### src/rtl/mult_div_pkg.sv
// Shared types and constants for the mult/div arbiter slice.
// State and owner encodings plus the abort result value.
package mult_div_pkg;

    typedef enum logic [1:0] {
        IDLE = 2'd0,
        ARM  = 2'd1,
        RUN  = 2'd2,
        ACK  = 2'd3
    } state_t;

    typedef enum logic {
        OWN_A = 1'b0,
        OWN_B = 1'b1
    } owner_t;

    localparam int          TIMEOUT_DEF  = 64;
    localparam logic [31:0] RESULT_ABORT = 32'hFFFF_FFFF;

endpackage

### src/rtl/mult_div_arbiter_if.sv
// Bus between the arbiter and the shared sequential mult/div unit.
// master drives operands and go; slave returns result and done.
interface mult_div_arbiter_if;

    logic [31:0] ent_32;
    logic [15:0] ent_16;
    logic        div_mult;
    logic        go;
    logic [31:0] sal_32;
    logic        done;

    modport master (
        output ent_32, ent_16, div_mult, go,
        input  sal_32, done
    );

    modport slave (
        input  ent_32, ent_16, div_mult, go,
        output sal_32, done
    );

endinterface

### src/rtl/mult_div_arbiter_rr_arb2.sv
// Two-way round-robin pick; combinational.
// On a tie the requester that did not win last time is chosen.
module rr_arb2
    import mult_div_pkg::*;
(
    input  logic   req_a,
    input  logic   req_b,
    input  owner_t last_grant,
    output logic   valid,
    output owner_t pick
);

    // Pick the lone requester, or alternate on a tie
    always_comb begin
        valid = req_a | req_b;
        pick  = OWN_A;
        if (req_a && req_b)
            pick = (last_grant == OWN_A) ? OWN_B : OWN_A;
        else if (req_b)
            pick = OWN_B;
    end

endmodule

### src/rtl/mult_div_arbiter.sv
// Shares one sequential mult/div unit between requesters A and B.
// Round-robin grant, go/done sequencing, four-phase reply, watchdog.
module mult_div_arbiter
    import mult_div_pkg::*;
#(
    parameter int TIMEOUT = TIMEOUT_DEF,
    parameter int CNT_W   = 7
) (
    input  logic                clk,
    input  logic                rst_n,
    input  logic                req_a,
    input  logic                div_mult_a,
    input  logic [31:0]         ent_32_a,
    input  logic [15:0]         ent_16_a,
    output logic                ack_a,
    output logic [31:0]         sal_32_a,
    input  logic                req_b,
    input  logic                div_mult_b,
    input  logic [31:0]         ent_32_b,
    input  logic [15:0]         ent_16_b,
    output logic                ack_b,
    output logic [31:0]         sal_32_b,
    output logic                err,
    mult_div_arbiter_if.master  bus
);

    localparam logic [CNT_W-1:0] CNT_LAST = CNT_W'(TIMEOUT - 1);

    state_t           state;
    owner_t           owner;
    owner_t           last_grant;
    owner_t           pick;
    logic             pick_v;
    logic [CNT_W-1:0] cnt;
    logic             own_req;
    logic             finish;
    logic [31:0]      res;

    rr_arb2 u_rr_arb2 (
        .req_a      (req_a),
        .req_b      (req_b),
        .last_grant (last_grant),
        .valid      (pick_v),
        .pick       (pick)
    );

    // Owner's request line and the value to hand back when RUN ends
    always_comb begin
        own_req = (owner == OWN_A) ? req_a : req_b;
        finish  = bus.done || (cnt == CNT_LAST);
        res     = bus.done ? bus.sal_32 : RESULT_ABORT;
    end

    // Arbiter FSM with registered unit-side and requester-side outputs
    always_ff @(posedge clk) begin
        if (!rst_n) begin
            state        <= IDLE;
            owner        <= OWN_A;
            last_grant   <= OWN_B;
            cnt          <= '0;
            err          <= 1'b0;
            ack_a        <= 1'b0;
            ack_b        <= 1'b0;
            sal_32_a     <= '0;
            sal_32_b     <= '0;
            bus.go       <= 1'b0;
            bus.ent_32   <= '0;
            bus.ent_16   <= '0;
            bus.div_mult <= 1'b0;
        end else begin
            unique case (state)
                IDLE: begin
                    if (pick_v) begin
                        owner      <= pick;
                        last_grant <= pick;
                        state      <= ARM;
                        if (pick == OWN_A) begin
                            bus.ent_32   <= ent_32_a;
                            bus.ent_16   <= ent_16_a;
                            bus.div_mult <= div_mult_a;
                        end else begin
                            bus.ent_32   <= ent_32_b;
                            bus.ent_16   <= ent_16_b;
                            bus.div_mult <= div_mult_b;
                        end
                    end
                end
                ARM: begin
                    bus.go <= 1'b0;
                    if (!bus.done) begin
                        bus.go <= 1'b1;
                        cnt    <= '0;
                        state  <= RUN;
                    end
                end
                RUN: begin
                    if (finish) begin
                        bus.go <= 1'b0;
                        state  <= ACK;
                        if (!bus.done)
                            err <= 1'b1;
                        if (owner == OWN_A) begin
                            sal_32_a <= res;
                            ack_a    <= 1'b1;
                        end else begin
                            sal_32_b <= res;
                            ack_b    <= 1'b1;
                        end
                    end else begin
                        cnt <= cnt + 1'b1;
                    end
                end
                ACK: begin
                    if (!own_req) begin
                        ack_a <= 1'b0;
                        ack_b <= 1'b0;
                        state <= IDLE;
                    end
                end
                default: state <= IDLE;
            endcase
        end
    end

endmodule

### src/flat_wrapper.sv
// flat-port wrapper written by rule: the top's interface ports become plain ports
module mult_div_arbiter_flat import mult_div_pkg::*;
#(
    parameter int TIMEOUT = TIMEOUT_DEF,
    parameter int CNT_W   = 7
)
  (clk, rst_n, req_a, div_mult_a, ent_32_a, ent_16_a, ack_a, sal_32_a, req_b, div_mult_b, ent_32_b, ent_16_b, ack_b, sal_32_b, err, bus_ent_32, bus_ent_16, bus_div_mult, bus_go, bus_sal_32, bus_done);
  mult_div_arbiter_if bus_i ();
  input  logic clk;
  input  logic rst_n;
  input  logic req_a;
  input  logic div_mult_a;
  input  logic [31:0] ent_32_a;
  input  logic [15:0] ent_16_a;
  output logic ack_a;
  output logic [31:0] sal_32_a;
  input  logic req_b;
  input  logic div_mult_b;
  input  logic [31:0] ent_32_b;
  input  logic [15:0] ent_16_b;
  output logic ack_b;
  output logic [31:0] sal_32_b;
  output logic err;
  output wire logic [$bits(bus_i.ent_32)-1:0] bus_ent_32;
  output wire logic [$bits(bus_i.ent_16)-1:0] bus_ent_16;
  output wire logic [$bits(bus_i.div_mult)-1:0] bus_div_mult;
  output wire logic [$bits(bus_i.go)-1:0] bus_go;
  input wire logic [$bits(bus_i.sal_32)-1:0] bus_sal_32;
  input wire logic [$bits(bus_i.done)-1:0] bus_done;
  assign bus_ent_32 = bus_i.ent_32;
  assign bus_ent_16 = bus_i.ent_16;
  assign bus_div_mult = bus_i.div_mult;
  assign bus_go = bus_i.go;
  assign bus_i.sal_32 = bus_sal_32;
  assign bus_i.done = bus_done;
  mult_div_arbiter #(.TIMEOUT(TIMEOUT), .CNT_W(CNT_W)) u_core (.clk(clk), .rst_n(rst_n), .req_a(req_a), .div_mult_a(div_mult_a), .ent_32_a(ent_32_a), .ent_16_a(ent_16_a), .ack_a(ack_a), .sal_32_a(sal_32_a), .req_b(req_b), .div_mult_b(div_mult_b), .ent_32_b(ent_32_b), .ent_16_b(ent_16_b), .ack_b(ack_b), .sal_32_b(sal_32_b), .err(err), .bus(bus_i));
endmodule
### config.mk
export PLATFORM = sky130hd
export DESIGN_NAME = mult_div_arbiter_flat
export DESIGN_NICKNAME = d
export VERILOG_FILES = /design/src/rtl/mult_div_pkg.sv /design/src/rtl/mult_div_arbiter_if.sv /design/src/rtl/mult_div_arbiter_rr_arb2.sv /design/src/rtl/mult_div_arbiter.sv /design/src/flat_wrapper.sv
export SDC_FILE = /design/constraint.sdc
export NUM_CORES = 1
export LEC_CHECK = 0
export ABC_AREA = 1
export CORE_ASPECT_RATIO = 0.8
export CORE_MARGIN = 2
export CORE_UTILIZATION = 29
export DETAILED_ROUTE_END_ITERATION = 10
export HOLD_SLACK_MARGIN = 0.15
export PLACE_DENSITY = 0.7
export SYNTH_ARGS = -nofsm -noshare
export SYNTH_HDL_FRONTEND = slang
export SYNTH_SLANG_ARGS = --single-unit
### constraint.sdc
create_clock -name clk -period 2.7 [get_ports clk]
set_input_delay 0.27 -clock clk [delete_from_list [all_inputs] [get_ports clk]]
set_output_delay 0.27 -clock clk [all_outputs]
set_load 0.1 [all_outputs]
==> impl_metrics.ini, run 1 <==
[drt]
via_per_inst = 4.57
vias = 5607
drc = 0
wl_um = 17900
drtIter0Drc = 264
detail-route-antenna-nets = 0
dr.pass1.iters = 5
wire_per_inst_um = 14.5

[clock_network]
ctsLongestPathBuffers = 2
cts_sinks = 128
htree_levels = 4
cts_made_buffers = 17
cts_tree = done
cts-root-buf = clkbuf_16
cts_hold_buf = 0
cts_resized = 0
cts.clk_slew.worst_paths_ns = 0.06
clock_latency_ns = 0.41
cts_setup_buffers = 0

[sta]
fmax_mhz = 514
tightest_slew_ns = 0.574
timing.hold.ws_ns = 0.340
finalHoldViolations = 0
layout_min_cycle_time_ns = 1.94
skew_ns = 0.0111
drv_slew = 0
setup_violations = 0
relSlewSlack_pct = 61.7
setup_tns_ns = 0
rsz0062_at_grt = false
fin_crit_sh_pct = 72.0

[logic_synthesis]
ys_types = 30
syn_area_um2 = 5800
syn_avg_cell_area_um2 = 8.01
ys_ff_latch = 128
synth_seq_area_share_pct = 44.2
yosysWarnings = 0
postSynthCellCount = 724
syn_nets = 864

[grt]
grt_usage_pct = 16.5
grt_max_degree = 64
grt_pass1_vias = 5425
grt_overflow_total = 0
antenna_found_initial = 0
grt_pass1_wl_um = 27900

[die]
rows = 46
fp.dieW_um = 162
core_area_um2 = 19700
die-area_um2 = 21200
num_io_pins = 252
die_y_um = 130
start_util_pct = 29.4

[finish]
fillers = 1993
antenna_cells = 0
area_delta_synth_final_pct = 50.9
mostFrequentLayoutCell = nand2_1
layout_common_cells = 166 x nand2_1, 133 x clkdlybuf4s50_1, 128 x dfxtp_1, 124 x buf_4, 79 x o21ai_1
drive_above_1_share_pct = 26.3
final_cells = 1228
final_cell_area_um2 = 8750
layout.nets = 1091

[setup_path]
start_kind = flip-flop
worst_ep_arrival_time_ns = 2.29
crit_type = reg2reg
worst-path-max-fanout = 30
end_kind = flip-flop
cp.required_ns = 3.04

[placed_design]
post-dp-hpwl_um = 12300
place.gp.congestion = 0.802
numPortBuffers = 251
place_inst = 1196
placed_cell_area_um2 = 8150

[power]
p_leak_uw = 0.00343
power.total_uw = 9780
power_density_nw_per_um2 = 1120
vdd.ir_drop.worst_mv = 0.566

[job]
cap_violations = 0

[outcome]
outcome = complete, no violations

[worst_hold_path]
hold_path_class = in2reg
## cell families (layout without fill, tap and decap cells)
family                     Yosys count  after routing  share of synthesized area [%]
AOI/OAI and AO/OA                  214            214                           22.2
xor gates and xnor gates             1              1                          0.151
adders and majority gates            5              5                           1.08
buffers and inverters              107            347                           9.15
DFF                                128            128                           44.2
and+or+nand+nor                    269            269                           23.2
## flip-flops by register name, summed over array words and instances, names as in the netlist
| name | cells |
|---|---|
| u_core.bus.ent_32 | 32 |
| u_core.sal_32_a | 32 |
| u_core.sal_32_b | 32 |
| u_core.bus.ent_16 | 16 |
| u_core.cnt | 7 |
| u_core.state | 2 |
| u_core.ack_a | 1 |
| u_core.ack_b | 1 |
| u_core.bus.div_mult | 1 |
| u_core.bus.go | 1 |
| u_core.err | 1 |
| u_core.last_grant | 1 |
| u_core.owner | 1 |
## critical path: stages (launching register included)
cell and delay, ns:
dfxtp_1 0.39, ha_1 0.25, nand3_2 0.12, inv_2 0.07
nand2_2 0.07, nand2_4 0.32, nand2_4 0.41, a21oi_2 0.23
## synth_stat cells
master    instances  area [µm²]
or2_2             7        43.8
clkbuf_1         28         105
nand2_2           3        18.8
inv_1            42         158
a31oi_1          49         307
nor3_1            4        20.0
or2_1            24         150
o21ai_0           2        10.0
ha_1              5        62.6
inv_2            10        37.5
o21ai_1          79         395
a21oi_2          38         333
buf_1             1        3.75
nand2_4           3        33.8
buf_6             6        67.6
xnor2_1           1        8.76
clkinv_1          1        3.75
buf_12            4        80.1
o21a_1            1        7.51
buf_2            15        75.1
dfxtp_1         128        2560
a21boi_2          1        11.3
nand2_1         166         623
nor2_4            1        11.3
a21oi_1          42         210
nand3_2          30         300
nand3_1          15        75.1
o211ai_1          2        15.0
nand4_1           4        25.0
nor2_1           12        45.0
## path summary, 6_finish.rpt
check	startpoint	endpoint	slack, ns	depth (start not counted)
worst max-delay path	u_core.cnt[0]$_SDFFE_PN0P_	u_core.sal_32_a[16]$_SDFFE_PN0P_	0.76	7
worst min register to register	u_core.err$_SDFFE_PN0P_	u_core.err$_SDFFE_PN0P_	0.46	2
worst min-delay path	rst_n	u_core.last_grant$_SDFFE_PN1P_	0.34	2
worst max register to register	u_core.cnt[0]$_SDFFE_PN0P_	u_core.sal_32_a[16]$_SDFFE_PN0P_	0.76	7
## through the flow
step           worst slack (ns)  utilization [%]
2_1_floorplan              1.16                -
3_3_place_gp              0.750             41.3
3_5_place_dp              0.739             41.3
4_1_cts                   0.754             44.3
5_1_grt                   0.592             44.3
6_report                  0.756             44.3
## metal layers
metal | GRT usage [%] | part of all wire, %
met1 | 21.2 | 47
met4 | 4.06 | 0.75
met5 | 0 | 0
met2 | 27.1 | 46
met3 | 5.43 | 6.7
## area by class of cell
| cell class | instances | area (µm²) | share of cell area (%) |
|---|---|---|---|
| inverter | 53 | 199 | 2.27 |
| timing repair buffer | 262 | 2350 | 26.8 |
| clock buffer | 19 | 453 | 5.17 |
| sequential | 128 | 2560 | 29.3 |
| tap | 264 | 330 | 3.77 |
| clock inverter | 13 | 148 | 1.69 |
| multi-input combinational | 489 | 2710 | 31.0 |
## report_power, final
part | internal (µW) | switching [µW] | leakage, µW
registers | 2300 | 237 | 0.00105
logic | 1130 | 3760 | 0.00209
clock network | 1430 | 924 | 0.000295
(Power assumes the default switching activity.)
==> inputs of run 2 (changes only) <==
PLACE_DENSITY = 0.72   (was 0.7)
clock period = 1.6 ns   (was 2.7 ns; I/O delays follow)
==> run 2 against run 1 <==
  * Worst hold slack worse by 0.15 ns
  * Sequential cell count stayed put
  * Non-clock buffer count grew 45
  * Critical endpoint is now u_core.sal_32_a[19]$_SDFFE_PN0P_
  * Combinational power up 120%
  * Clock skew decreased by 0.0035 ns
  * Highest routed layer unchanged
  * Wire length grew 12%
  * Critical path type unchanged
  * Worst setup slack worse by 0.69 ns
  * Largest cell class is now non-clock buffers
  * Clock power grew 83%
  * Power up 100%
  * Via count grew 7.3%
  * Sequential power grew 82%
==> impl_metrics.ini, run 2 (synthesis gave the netlist of run 1 again) <==
[sta]
tightest_slew_ns = 0.551
skew_ns = 0.00765
fmax_mhz = 652
relSlewSlack_pct = 63.3
drv_slew = 0
finalHoldViolations = 0
rsz0062_at_grt = true
fin_crit_sh_pct = 95.9
layout_min_cycle_time_ns = 1.53
setup_violations = 0

[grt]
grt_overflow_total = 0
grtUsageMet2_pct = 29.9
grt_usage_pct = 18.4
gr-usage-met3_pct = 5.84
grt_pass1_vias = 5755
grt-busiest-layer = met2
antenna_found_initial = 1
grtUsageMet1_pct = 23.5
grt_pass1_wl_um = 30700
grt_max_degree = 49

[finish]
drive_above_1_share_pct = 30.7
layout.nets = 1136
mostFrequentLayoutCell = nand2_1
final_cell_area_um2 = 10800
layout_common_cells = 166 x nand2_1, 133 x clkdlybuf4s50_1, 128 x buf_12, 125 x dfxtp_1, 79 x o21ai_1
area_delta_synth_final_pct = 86.9
final_core_util_pct = 54.9
largestRegisters = u_core.bus.ent_32: 32 flops, u_core.sal_32_a: 32 flops, u_core.sal_32_b: 32 flops

[clock_network]
cts_tree = done
ctsLongestPathBuffers = 2
cts-root-buf = clkbuf_16
cts_sinks = 128
cts_hold_buf = 0
htree_levels = 4
cts_made_buffers = 17
clock_latency_ns = 0.42
cts.clk_slew.worst_paths_ns = 0.06

[setup_path]
worst-path-max-fanout = 23
rrSetupSlack_ns = 0.07
reg2reg_depth = 9
end_kind = flip-flop
rr_startpoint = u_core.cnt[1]$_SDFFE_PN0P_
endpoint = u_core.sal_32_a[19]$_SDFFE_PN0P_
crit_start = u_core.cnt[1]$_SDFFE_PN0P_
crit_type = reg2reg
start_kind = flip-flop
cp.required_ns = 1.95
worst_ep_arrival_time_ns = 1.89
rr_endpoint = u_core.sal_32_a[19]$_SDFFE_PN0P_

[power]
p_leak_uw = 0.00411
vdd.ir_drop.worst_mv = 0.950
power_density_nw_per_um2 = 1830

[die]
die_y_um = 130
start_util_pct = 29.4
num_io_pins = 252
die-area_um2 = 21200
rows = 46
fp.dieW_um = 162
core_area_um2 = 19700

[drt]
wl_um = 20000
vias = 6018
dr.pass1.iters = 7
via_per_inst = 4.72
drc = 0
drtIter0Drc = 416
wire_per_inst_um = 15.7
detail-route-antenna-nets = 0

[worst_hold_path]
holdPathStages = 3
hold_path_class = in2reg

[placed_design]
placed_cell_area_um2 = 9960
numPortBuffers = 251
place.gp.congestion = 0.794
post-dp-hpwl_um = 14200

[job]
cap_violations = 0

[outcome]
outcome = complete, no violations
-- run 2: cell count changes in the layout (fill, tap and decap cells not counted), moves of 3 or more --
cell and delta:
buf_12 +124, buf_4 -87, buf_6 +4, clkbuf_16 +4, dfxtp_1 -3, inv_1 -3
inv_4 +3
-- run 2: how the worst min path moves through the flow --
stage | to | start
2_1_floorplan | u_core.bus.ent_16[14]$_SDFFE_PN0P_ | ent_16_b[14]
6_report | u_core.last_grant$_SDFFE_PN1P_ | rst_n
3_5_place_dp | u_core.last_grant$_SDFFE_PN1P_ | u_core.last_grant$_SDFFE_PN1P_
5_1_grt | u_core.last_grant$_SDFFE_PN1P_ | rst_n
4_1_cts | u_core.last_grant$_SDFFE_PN1P_ | rst_n
3_3_place_gp | u_core.last_grant$_SDFFE_PN1P_ | u_core.last_grant$_SDFFE_PN1P_
-- run 2: stage by stage --
stage                     cells  hold slack, ns  power (µW)  setup TNS, ns  worst slack (ns)
after CTS                  1262           0.179       19400              0            0.0204
after global routing       1274           0.205       20700       -0.00159          -0.00159
after global placement     1230           0.442       15000        -0.0229           -0.0151
final                      1274           0.195       19900              0            0.0655
after floorplan             724           0.312       10700              0            0.0641
after detailed placement   1230           0.456       15100          -1.43           -0.0892
-- run 2: power by group --
| part | total [µW] | switching (µW) | internal (µW) |
|---|---|---|---|
| Combinational | 10900 | 6720 | 4230 |
| Sequential | 4620 | 726 | 3900 |
| Clock | 4310 | 1640 | 2670 |
| Total | 19900 | 9080 | 10800 |
-- run 2: worst max-delay path: stages, from the launching register on --
cell	delay [ns]
dfxtp_1	0.35
ha_2	0.20
nand3_2	0.11
inv_2	0.09
nand2_4	0.07
nand2_8	0.13
buf_4	0.13
nand2_4	0.05
buf_12	0.16
a21oi_2	0.14
-- run 2: what timing repair did --
item,in CTS,in global routing
resized for setup,3,23
pin swaps,0,2
setup buffers,0,7
setup endpoints to repair,59,81
gates cloned,0,4
-- run 2: final cells by class --
| cell class | count | area, µm² |
|---|---|---|
| sequential | 128 | 2570 |
| clock inverter | 15 | 220 |
| fill | 1754 | 8900 |
| clock buffer | 17 | 425 |
| multi-input combinational | 489 | 2770 |
| tap | 264 | 330 |
| timing repair buffer | 307 | 4320 |
| inverter | 53 | 206 |
| antenna | 1 | 2.50 |
-- run 2: routing by layer --
metal / part of all wire [%] / up-vias
li1: - / 2975
met1: 44 / 2800
met2: 47 / 212
met3: 6.6 / 31
met4: 2.2 / 0
met5: 0 / -
